### src/rtl/console_rx_arbiter_pkg.sv
// console_mux_pkg: shared state type, tag default and source-id width for the console rx arbiter
package console_mux_pkg;
  localparam int MAX_SRC = 16;
  localparam int SRC_W = $clog2(MAX_SRC);
  localparam logic [7:0] TAG_BASE_DEF = 8'hF0;
  typedef enum logic [1:0] {IDLE, SEND_TAG, SEND_DATA} state_t;
endpackage

### src/rtl/console_rx_arbiter_if.sv
// console_rx_arbiter_if: valid/ready byte stream toward the console multiplexer
interface console_rx_arbiter_if #(parameter int DATA_W = 8) ();
  logic              out_valid;
  logic [DATA_W-1:0] out_data;
  logic              out_is_tag;
  logic              out_ready;
  modport master (output out_valid, out_data, out_is_tag, input out_ready);
  modport slave  (input out_valid, out_data, out_is_tag, output out_ready);
endinterface

### src/rtl/console_rx_arbiter_slot.sv
// console_rx_slot: one-byte holding slot with rising-edge capture and sticky overrun
module console_rx_slot #(
  parameter int DATA_W = 8
) (
  input  logic              clk,
  input  logic              rst_n,
  input  logic              rx_ready,
  input  logic [DATA_W-1:0] rx_data,
  input  logic              drain,
  input  logic              clr,
  output logic              full,
  output logic [DATA_W-1:0] data,
  output logic              overrun
);
  logic prev, cap_q, cap, store, lost;
  assign cap   = rx_ready & ~prev;
  assign store = cap & (~full | drain);
  assign lost  = cap & full & ~drain;
  // full lags the data write by one cycle, so a refill during drain reappears a cycle later
  always_ff @(posedge clk) begin
    if (!rst_n) begin
      prev    <= 1'b1;
      cap_q   <= 1'b0;
      full    <= 1'b0;
      data    <= '0;
      overrun <= 1'b0;
    end else begin
      prev    <= rx_ready;
      cap_q   <= store;
      data    <= store ? rx_data : data;
      full    <= cap_q | (full & ~drain);
      overrun <= lost | (overrun & ~clr);
    end
  end
endmodule

### src/rtl/console_rx_arbiter.sv
// console_rx_arbiter: round-robin merge of uart_rx bytes into one tagged valid/ready stream
module console_rx_arbiter
  import console_mux_pkg::*;
#(
  parameter int         NUM_SRC  = 4,
  parameter int         DATA_W   = 8,
  parameter logic [7:0] TAG_BASE = TAG_BASE_DEF
) (
  input  logic                      clk,
  input  logic                      rst_n,
  input  logic [NUM_SRC-1:0]        rx_ready,
  input  logic [NUM_SRC*DATA_W-1:0] rx_data,
  console_rx_arbiter_if.master      bus,
  output logic [NUM_SRC-1:0]        overrun,
  input  logic [NUM_SRC-1:0]        overrun_clr
);
  localparam logic [SRC_W:0] NS   = (SRC_W+1)'(NUM_SRC);
  localparam logic [SRC_W:0] NONE = {1'b1, {SRC_W{1'b0}}};
  state_t            state, state_nxt;
  logic [SRC_W-1:0]  g, pick, rr_ptr;
  logic [SRC_W:0]    last_src, idx;
  logic              any_full, hs;
  logic [MAX_SRC-1:0] full;
  logic [NUM_SRC-1:0] drain;
  logic [DATA_W-1:0] slot_data [MAX_SRC];

  assign hs = bus.out_valid & bus.out_ready;

  for (genvar i = 0; i < MAX_SRC; i++) begin : g_slot
    if (i < NUM_SRC) begin : g_on
      assign drain[i] = state == SEND_DATA && hs && g == SRC_W'(i);
      console_rx_slot #(.DATA_W(DATA_W)) u_slot (
        .clk     (clk),
        .rst_n   (rst_n),
        .rx_ready(rx_ready[i]),
        .rx_data (rx_data[i*DATA_W +: DATA_W]),
        .drain   (drain[i]),
        .clr     (overrun_clr[i]),
        .full    (full[i]),
        .data    (slot_data[i]),
        .overrun (overrun[i])
      );
    end else begin : g_off
      assign full[i]      = 1'b0;
      assign slot_data[i] = '0;
    end
  end

  // scan downward so the nearest full slot at or after rr_ptr is the last one written
  always_comb begin
    any_full = 1'b0;
    pick     = '0;
    idx      = '0;
    for (int k = NUM_SRC - 1; k >= 0; k--) begin
      idx = {1'b0, rr_ptr} + (SRC_W+1)'(k);
      idx = idx >= NS ? idx - NS : idx;
      if (full[idx[SRC_W-1:0]]) begin
        any_full = 1'b1;
        pick     = idx[SRC_W-1:0];
      end
    end
  end

  always_ff @(posedge clk) begin
    if (!rst_n) begin
      state    <= IDLE;
      g        <= '0;
      last_src <= NONE;
      rr_ptr   <= '0;
    end else begin
      state    <= state_nxt;
      g        <= (state == IDLE && any_full) ? pick : g;
      last_src <= (state == SEND_TAG && bus.out_ready) ? {1'b0, g} : last_src;
      rr_ptr   <= (state == SEND_DATA && bus.out_ready) ? (({1'b0, g} == NS - 1'b1) ? '0 : g + 1'b1) : rr_ptr;
    end
  end

  always_comb begin
    state_nxt = state == IDLE     ? (any_full ? (({1'b0, pick} != last_src) ? SEND_TAG : SEND_DATA) : IDLE) :
                state == SEND_TAG ? (bus.out_ready ? SEND_DATA : SEND_TAG) :
                                    (bus.out_ready ? IDLE : SEND_DATA);
  end

  // the granted slot is frozen while granted, so outputs decode straight from state and g
  always_comb begin
    bus.out_valid  = state != IDLE;
    bus.out_is_tag = state == SEND_TAG;
    bus.out_data   = state == SEND_TAG  ? (DATA_W'(TAG_BASE) | DATA_W'(g)) :
                     state == SEND_DATA ? slot_data[g] : '0;
  end
endmodule

### src/flat_wrapper.sv
// flat-port wrapper written by rule: the top's interface ports become plain ports
module console_rx_arbiter_flat import console_mux_pkg::*;
#(
  parameter int         NUM_SRC  = 4,
  parameter int         DATA_W   = 8,
  parameter logic [7:0] TAG_BASE = TAG_BASE_DEF
)
  (clk, rst_n, rx_ready, rx_data, overrun, overrun_clr, bus_out_valid, bus_out_data, bus_out_is_tag, bus_out_ready);
  console_rx_arbiter_if #(.DATA_W(DATA_W)) bus_i ();
  input  logic clk;
  input  logic rst_n;
  input  logic [NUM_SRC-1:0] rx_ready;
  input  logic [NUM_SRC*DATA_W-1:0] rx_data;
  output logic [NUM_SRC-1:0] overrun;
  input  logic [NUM_SRC-1:0] overrun_clr;
  output wire logic [$bits(bus_i.out_valid)-1:0] bus_out_valid;
  output wire logic [$bits(bus_i.out_data)-1:0] bus_out_data;
  output wire logic [$bits(bus_i.out_is_tag)-1:0] bus_out_is_tag;
  input wire logic [$bits(bus_i.out_ready)-1:0] bus_out_ready;
  assign bus_out_valid = bus_i.out_valid;
  assign bus_out_data = bus_i.out_data;
  assign bus_out_is_tag = bus_i.out_is_tag;
  assign bus_i.out_ready = bus_out_ready;
  console_rx_arbiter #(.NUM_SRC(NUM_SRC), .DATA_W(DATA_W), .TAG_BASE(TAG_BASE)) u_core (.clk(clk), .rst_n(rst_n), .rx_ready(rx_ready), .rx_data(rx_data), .bus(bus_i), .overrun(overrun), .overrun_clr(overrun_clr));
endmodule
### config.mk
export PLATFORM = sky130hd
export DESIGN_NAME = console_rx_arbiter_flat
export DESIGN_NICKNAME = d
export VERILOG_FILES = /design/src/rtl/console_rx_arbiter_pkg.sv /design/src/rtl/console_rx_arbiter_if.sv /design/src/rtl/console_rx_arbiter_slot.sv /design/src/rtl/console_rx_arbiter.sv /design/src/flat_wrapper.sv
export SDC_FILE = /design/constraint.sdc
export NUM_CORES = 1
export LEC_CHECK = 0
export ABC_AREA = 1
export CAP_MARGIN = 0
export CORE_UTILIZATION = 53
export CTS_CLUSTER_DIAMETER = 150
export CTS_CLUSTER_SIZE = 14
export DETAILED_ROUTE_END_ITERATION = 12
export PLACE_DENSITY = 0.89
export SLEW_MARGIN = 20
export SYNTH_ARGS = -nofsm -noshare
export SYNTH_HDL_FRONTEND = slang
export SYNTH_SLANG_ARGS = --single-unit
### constraint.sdc
create_clock -name clk -period 2.7 [get_ports clk]
set_clock_uncertainty 0.05 [all_clocks]
set_input_delay 0.54 -clock clk [delete_from_list [all_inputs] [get_ports clk]]
set_output_delay 0.54 -clock clk [all_outputs]
set_load 0.1 [all_outputs]
==> results of run 1 <==
## cells by family after synthesis
group                    count (synthesis)  share of synthesized area
buffers and inverters                   73                     0.0927
AND/OR/NAND/NOR                        218                      0.272
AO/OA/AOI/OAI                          100                      0.172
XOR/XNOR                                 3                    0.00805
flip-flops                              63                      0.386
adder cells (fa/ha/maj)                 18                     0.0690
## worst max-delay path by stage
stage / from / to / slack, ns / cells past startpoint
2_1_floorplan: u_core.state[0]$_SDFF_PN0_ / bus_out_data[4] / 0.11 / 4
6_report: u_core.g[1]$_SDFFE_PN0P_ / bus_out_data[5] / 0.11 / 5
5_1_grt: u_core.rr_ptr[1]$_SDFFE_PN0P_ / u_core.state[1]$_SDFF_PN0_ / 0.02 / 20
3_5_place_dp: bus_out_ready / u_core.g_slot[0].g_on.u_slot.data[3]$_SDFFE_PN0P_ / 0.20 / 8
4_1_cts: u_core.g[0]$_SDFFE_PN0P_ / bus_out_data[5] / 0.05 / 5
3_3_place_gp: bus_out_ready / u_core.g_slot[0].g_on.u_slot.data[3]$_SDFFE_PN0P_ / 0.23 / 8
## layer usage
layer / track usage / part of all wire
met5: 0 / 0
met4: 0.129 / 0.042
met3: 0.0625 / 0.044
met2: 0.486 / 0.51
met1: 0.312 / 0.40
## synth_stat cells (2+ instances only)
cell type / count
buf_4: 5
clkbuf_1: 13
a21oi_1: 22
inv_2: 5
inv_1: 47
o21ai_2: 5
nor3_1: 3
o21bai_1: 2
xor2_1: 2
nand3_2: 3
dfxtp_1: 63
o21ai_0: 55
nor2_1: 104
o211ai_1: 2
o22ai_1: 5
a221o_1: 3
ha_1: 18
nand2_1: 85
nand3_1: 10
nand2_2: 10
a31oi_1: 3
## power groups by stage
stage	Clock [uW]	Combinational, uW	Sequential, uW
4_1_cts	710	628	1020
2_1_floorplan	0	428	1020
5_1_grt	761	689	1030
3_3_place_gp	0	611	1040
3_5_place_dp	0	623	1040
6_report	711	633	1020
## state kept, by name (all words and copies together), names as in the netlist
signal and flops:
u_core.g_slot.g_on.u_slot.data 32, u_core.last_src 5, u_core.g 4, u_core.g_slot.g_on.u_slot.cap_q 4
u_core.g_slot.g_on.u_slot.full 4, u_core.g_slot.g_on.u_slot.overrun 4, u_core.g_slot.g_on.u_slot.prev 4, u_core.rr_ptr 4
u_core.state 2
## tightest hold or removal path, cell delays in order, from the launching register on
cell	delay, ns
dfxtp_1	0.31
nor2_1	0.04
nor2_1	0.06
## through the flow
stage / instance area, um2 / hold WS (ns)
6_report: 4180 / 0.383
5_1_grt: 4180 / 0.433
4_1_cts: 4160 / 0.388
3_5_place_dp: 4000 / 0.377
3_3_place_gp: 4000 / 0.368
2_1_floorplan: 3320 / 0.366
## area by class of cell
type / count / area, um2
fillers: 449 / 1740
flip-flops and latches: 63 / 1260
repair buffers: 64 / 686
clock inverters: 1 / 5.00
inverters: 54 / 209
well taps: 75 / 93.8
clock buffers: 13 / 159
multi-input cells: 339 / 1760
==> out/metrics.cfg, run 1 <==
[clock_network]
clock_sinks = 63
post_cts_resized = 0
cts_tree = yes
clock-root-buffer = clkbuf_8
numCtsBuffers = 9
htreeDepth = 3
cts_setup_buffers = 0
clkTransAtPathRegs_ns = 0.07
cts_max_path_buffers = 2
clock_latency_ns = 0.34
holdBufCountCts = 0

[drt]
detail-route-antenna-nets = 0
avgRoutedWirePerCell_um = 13.3
drtPass1Iterations = 5
drc = 0
vias_per_cell = 5.27
via_count = 3208
postRouteWirelength_um = 8110
drt_iter0_drc = 192

[power_and_ir_drop]
leakage_uw = 0.00185
p_comb_frac = 0.267
internal_power_uw = 1580
power_uw = 2370
switching_share = 0.333
cellPowerDensity_mw_per_mm2 = 566
p_switching_uw = 789
seq_power_share = 0.432
clock_power_share = 0.300
vdd_drop_max_mv = 0.464

[finish]
fin_cells = 609
fin_nets = 592
n_antenna_cell = 0
mostFrequentLayoutCell = nor2_1
drive_gt1_frac = 0.133
layout_common_cells = 103 x nor2_1, 84 x nand2_1, 62 x dfxtp_1
synthToLayoutAreaGrowth_pct = 27.9
utilization = 0.706

[placed_design]
place_inst = 595
gp_congestion = 0.969
io_buffer_count = 56
dp_slack_ns = 0.203
hpwlAfterDp_um = 5960

[setup_path]
r2r_end = u_core.state[0]$_SDFF_PN0_
crit_fanout = 13
crit_path_top_delay_cell = dfxtp_1
arrival_ns = 2.00
max_stage_delay_ns = 0.59
start_kind = register
r2r_start = u_core.rr_ptr[1]$_SDFFE_PN0P_
cp-end-kind = output pin
worstPathRequired_ns = 2.11
r2r_cells = 19
path_cells = inv_1, a21oi_1, a221o_1, nand2_1, buf_12
crit_buf_inv = 2
rrSetupSlack_ns = 0.25
cp_top_family = flip-flops
critical_path_class = register to output pin

[global_route]
grt_pass1_wl_um = 13600
grt_antenna_before_repair = 0
grt_pass1_vias = 3104
grt_overflow = 0
grt_max_degree = 37
track_usage = 0.276

[timing]
finalSetupTns_ns = 0
timing.final.crit_share = 0.959
worstMarginPinSlew_ns = 0.651
rsz0062_at_grt = false
clock.fmax_mhz = 386
min_period_ns = 2.59
slew_viol_final = 0
setup_ws_ns = 0.112
setup_viol = 0
relSlewSlack = 0.566
finalHoldViolCount = 0

[yosys]
ys.warnings.count = 0
yosysTopAreaCell = dfxtp_1
synthDominantCellAreaShare = 0.386
ys_types = 31
syn_inst = 475
synthesis.nets = 536
synth_top_flop_cell = dfxtp_1
synth-edff-count = 0
ys_ff_latch = 63
synth_area_mm2 = 0.00327
avgSynthCellArea_um2 = 6.88
ys_seq_area_frac = 0.386
synth.area.top_cells = dfxtp_1 39%, nor2_1 12%, nand2_1 9.8%
async_flop_share = 0

[floorplan]
dieHeight_um = 80.5
num_rows = 28
ioPinCount = 57
die_w_um = 80.5
initial_core_util = 0.552
core_mm2 = 0.00592
die_area_mm2 = 0.00648

[hold_path]
worstHoldPathCells = 2
worst_hold_path_type = register to register
hold_path_startpoint = u_core.g_slot[1].g_on.u_slot.cap_q$_SDFF_PN0_
hold_end = u_core.g_slot[1].g_on.u_slot.full$_SDFF_PN0_

[run]
cap_viol_max_count = 0

[run_status]
outcome = completed

No activity file was read; power rests on OpenSTA's default activity.
==> inputs of run 2 (changes only) <==
--- a/config.mk
+++ b/config.mk
@@ -7,11 +7,13 @@
 export LEC_CHECK = 0
 export ABC_AREA = 1
 export CAP_MARGIN = 0
-export CORE_UTILIZATION = 53
+export CELL_PAD_IN_SITES_DETAIL_PLACEMENT = 0
+export CELL_PAD_IN_SITES_GLOBAL_PLACEMENT = 1
+export CORE_UTILIZATION = 37
 export CTS_CLUSTER_DIAMETER = 150
 export CTS_CLUSTER_SIZE = 14
 export DETAILED_ROUTE_END_ITERATION = 12
-export PLACE_DENSITY = 0.89
+export PLACE_DENSITY = 0.88
 export SLEW_MARGIN = 20
 export SYNTH_ARGS = -nofsm -noshare
 export SYNTH_HDL_FRONTEND = slang
==> out/metrics.cfg, run 2 (synthesis results as in run 1) <==
[setup_path]
worstPathRequired_ns = 2.11
arrival_ns = 1.93
critical_path_class = register to output pin
crit_buf_inv = 3
max_stage_delay_ns = 0.34
path_cells = nor2_1, inv_1, nor2_1, inv_1, a221o_1, nand2_1, buf_12
crit_path_top_delay_cell = dfxtp_1
cp-end-kind = output pin
cp_top_family = simple AND/OR/NAND/NOR gates
crit_fanout = 5
start_kind = register

[placed_design]
hpwlAfterDp_um = 5980
place_inst = 629
gp_congestion = 0.781
io_buffer_count = 56

[clock_network]
clock-root-buffer = clkbuf_8
numCtsBuffers = 9
clkTransAtPathRegs_ns = 0.07
htreeDepth = 3
clock_latency_ns = 0.33
cts_tree = yes
cts_max_path_buffers = 2
clock_sinks = 63

[timing]
finalSetupTns_ns = 0
timing.final.crit_share = 0.934
rsz0062_at_grt = false
finalHoldViolCount = 0
relSlewSlack = 0.662
setup_viol = 0
worstMarginPinSlew_ns = 0.506
min_period_ns = 2.52
clock.fmax_mhz = 396
slew_viol_final = 0

[drt]
via_count = 3070
postRouteWirelength_um = 7820
avgRoutedWirePerCell_um = 12.1
drtPass1Iterations = 4
detail-route-antenna-nets = 0
vias_per_cell = 4.77
drt_iter0_drc = 80
drc = 0

[finish]
fin_nets = 596
layout_common_cells = 103 x nor2_1, 85 x nand2_1, 63 x dfxtp_1
synthToLayoutAreaGrowth_pct = 30.2
largest_reg_flops = 32
fillers = 851
fin_cells = 644
drive_gt1_frac = 0.135
regMostFlops = u_core.g_slot.g_on.u_slot.data
top_regs = u_core.g_slot.g_on.u_slot.data x32, u_core.last_src x5
mostFrequentLayoutCell = nor2_1
n_antenna_cell = 0

[power_and_ir_drop]
cellPowerDensity_mw_per_mm2 = 570
leakage_uw = 0.00189
vdd_drop_max_mv = 0.273

[floorplan]
core_mm2 = 0.00838
die_w_um = 95.9
ioPinCount = 57
num_rows = 33
dieHeight_um = 95.9
initial_core_util = 0.390
die_area_mm2 = 0.00921

[global_route]
grt_overflow = 0
grt_antenna_before_repair = 0
grt_pass1_wl_um = 13100
grt_pass1_vias = 2889
track_usage = 0.188
grt_max_degree = 36

[run_status]
outcome = completed

[run]
cap_viol_max_count = 0

[hold_path]
worst_hold_path_type = register to register

-- run 2: cell count changes in the layout (fill, tap and decap cells not counted), sizes merged --
cell    before  now
buf         22   26
clkbuf      13   10
clkinv       2    5
bufinv       0    1
-- run 2: cell type report --
cell class / count / area, um2 / share of cell area
inverters: 54 / 209 / 0.0491
clock inverters: 5 / 50.0 / 0.0118
repair buffers: 68 / 716 / 0.168
well taps: 105 / 131 / 0.0309
clock buffers: 10 / 128 / 0.0300
flip-flops and latches: 63 / 1260 / 0.297
multi-input cells: 339 / 1760 / 0.413
-- run 2: per-stage QoR --
stage                     hold slack [ns]  setup WS [ns]  utilization  total power [uW]  instance area, um2
final                               0.400          0.177        0.507              2420                4250
after global routing                0.413        0.00592        0.507              2550                4250
after CTS                           0.395         0.0714        0.506              2440                4250
after detailed placement            0.379          0.241        0.485              1680                4070
after global placement              0.372          0.293        0.485              1670                4070
after floorplan                     0.366          0.111            -              1450                3320
-- run 2: final timing paths --
path	start	endpoint	slack [ns]	cells after the start
worst max-delay path	u_core.g[2]$_SDFFE_PN0P_	bus_out_data[6]	0.18	7
worst max register to register	u_core.rr_ptr[1]$_SDFFE_PN0P_	u_core.state[1]$_SDFF_PN0_	0.25	20
worst min register to register	u_core.g_slot[1].g_on.u_slot.cap_q$_SDFF_PN0_	u_core.g_slot[1].g_on.u_slot.full$_SDFF_PN0_	0.40	2
worst min-delay path	u_core.g_slot[1].g_on.u_slot.cap_q$_SDFF_PN0_	u_core.g_slot[1].g_on.u_slot.full$_SDFF_PN0_	0.40	2
-- run 2: power by group --
part	leakage [uW]	switching, uW	internal, uW
registers	0.000514	28.3	980
clock network	0.0000957	346	415
logic	0.00128	424	231
-- run 2: repair_timing --
action / CTS / global route
hold buffers: 0 / 0
setup buffers: 0 / 0
setup endpoints to repair: 0 / 5
gates resized for setup: 0 / 2
-- run 2: worst register-to-register path: cells and delay by family, from the launching register on --
| kind | cells | cell delay [ns] |
|---|---|---|
| DFF | 1 | 0.31 |
| buffers and inverters | 4 | 0.38 |
| and+or+nand+nor | 12 | 0.83 |
| AOI/OAI and AO/OA | 2 | 0.31 |
| adders and majority gates | 2 | 0.51 |
-- run 2: metal layers --
metal	global-route usage	part of all wire	vias to the layer above
met5	0	0	-
met4	0.0709	0.020	0
met3	0.0419	0.036	15
met2	0.319	0.47	62
met1	0.231	0.47	1355
li1	-	-	1638
==> inputs of run 3 (changes only) <==
--- a/config.mk
+++ b/config.mk
@@ -6,14 +6,15 @@
 export NUM_CORES = 1
 export LEC_CHECK = 0
 export ABC_AREA = 1
+export ABC_CLOCK_PERIOD_IN_PS = 2700
 export CAP_MARGIN = 0
 export CELL_PAD_IN_SITES_DETAIL_PLACEMENT = 0
 export CELL_PAD_IN_SITES_GLOBAL_PLACEMENT = 1
 export CORE_UTILIZATION = 37
-export CTS_CLUSTER_DIAMETER = 150
 export CTS_CLUSTER_SIZE = 14
 export DETAILED_ROUTE_END_ITERATION = 12
 export PLACE_DENSITY = 0.88
+export SETUP_SLACK_MARGIN = 0.5
 export SLEW_MARGIN = 20
 export SYNTH_ARGS = -nofsm -noshare
 export SYNTH_HDL_FRONTEND = slang
==> out/metrics.cfg, run 3 (synthesis results as in run 1) <==
[timing]
setup_ws_ns = 0.419
rsz0062_at_grt = true
finalHoldViolCount = 0
slew_viol_final = 0
fin_hold_ws_ns = 0.389
finalSetupTns_ns = 0
relSlewSlack = 0.762
setup_viol = 0
timing.final.crit_share = 0.845
min_period_ns = 2.28
clock.fmax_mhz = 438
worstMarginPinSlew_ns = 0.356

[power_and_ir_drop]
vdd_drop_max_mv = 0.310
leakage_uw = 0.00211
cellPowerDensity_mw_per_mm2 = 549

[clock_network]
numCtsBuffers = 9
cts_tree = yes
clkTransAtPathRegs_ns = 0.07
holdBufCountCts = 0
cts_max_path_buffers = 2
htreeDepth = 3
clock-root-buffer = clkbuf_8
clock_latency_ns = 0.34
clock_sinks = 63

[run_status]
outcome = completed

[setup_path]
cp-end-kind = output pin
critPathLaunch = u_core.g[0]$_SDFFE_PN0P_
critical_path_class = register to output pin
start_kind = register
worstPathRequired_ns = 2.11
arrival_ns = 1.69
crit_fanout = 6
r2r_start = u_core.rr_ptr[2]$_SDFFE_PN0P_

[finish]
mostFrequentLayoutCell = nor2_1
fin_area_mm2 = 0.00495
fin_nets = 625
largest_reg_flops = 32
synthToLayoutAreaGrowth_pct = 51.6
fillers = 747
regMostFlops = u_core.g_slot.g_on.u_slot.data
drive_gt1_frac = 0.319
layout_common_cells = 94 x nor2_1, 55 x nand2_1, 55 x dfxtp_1
utilization = 0.591
n_antenna_cell = 0
top_regs = u_core.g_slot.g_on.u_slot.data x32, u_core.last_src x5

[floorplan]
die_area_mm2 = 0.00921
core_mm2 = 0.00838
die_w_um = 95.9
ioPinCount = 57
num_rows = 33
dieHeight_um = 95.9
initial_core_util = 0.390

[drt]
via_count = 3318
dr.max_layer_used = met4
vias_per_cell = 4.93
detail-route-antenna-nets = 0
drc = 0
drt_iter0_drc = 91
met2_length_um = 4570
wl_met1_um = 4030
route.met3.wl_um = 434
drtPass1Iterations = 4
avgRoutedWirePerCell_um = 13.8
postRouteWirelength_um = 9280

[placed_design]
dp_slack_ns = 0.270
gp_congestion = 0.835
hpwlAfterDp_um = 5900
io_buffer_count = 56
place_area_mm2 = 0.00405

[global_route]
grt_pass1_vias = 3235
grt_pass1_wl_um = 14600
grt_max_degree = 35
grt_antenna_before_repair = 0
track_usage = 0.211
grt_overflow = 0

[run]
cap_viol_max_count = 0

[hold_path]
hold_path_startpoint = u_core.g_slot[0].g_on.u_slot.cap_q$_SDFF_PN0_
worst_hold_path_type = register to register

[run 3: worst max-delay path, cell delays in order, from the launching register on]
cell        delay [ns]
dfxtp_4           0.39
clkinvlp_4        0.11
buf_12            0.13
buf_4             0.11
nand2_2           0.04
a221o_1           0.30
nand2_2           0.09
buf_12            0.17
[run 3: stage by stage]
| step | power [uW] | cells |
|---|---|---|
| floorplan | 1450 | 475 |
| global placement | 1670 | 625 |
| detailed placement | 1670 | 625 |
| CTS | 2580 | 662 |
| global route | 2860 | 673 |
| finish | 2720 | 673 |
[run 3: final timing paths]
kind,to,slack (ns),depth (start not counted)
hold / removal,u_core.g_slot[0].g_on.u_slot.full$_SDFF_PN0_,0.39,2
hold reg to reg,u_core.g_slot[0].g_on.u_slot.full$_SDFF_PN0_,0.39,2
setup reg to reg,u_core.state[1]$_SDFF_PN0_,0.45,17
setup / recovery,bus_out_data[6],0.42,7
[run 3: layout make-up]
class	count	area, um2	area share
Clock inverter	3	42.5	0.00859
Sequential cell	63	1280	0.259
Timing Repair Buffer	95	1010	0.205
Clock buffer	12	155	0.0313
Multi-Input combinational cell	339	2090	0.422
Inverter	54	223	0.0450
Tap cell	105	131	0.0265
Timing Repair inverter	2	15.0	0.00303
[run 3: what timing repair did]
action,in CTS,in global routing
gates cloned,2,1
setup buffers,20,10
pin swaps,32,44
resized for setup,57,61
endpoints found under the setup margin,20,31
[run 3: per-layer routing]
metal | up-vias | global-route usage
li1 | 1690 | -
met1 | 1518 | 0.250
met2 | 89 | 0.365
met5 | - | 0
met3 | 21 | 0.0419
met4 | 0 | 0.0995
[run 3: power by group]
| group | internal [uW] | switching (uW) |
|---|---|---|
| clock network | 470 | 353 |
| registers | 982 | 53.7 |
| logic | 366 | 494 |
| total | 1820 | 901 |
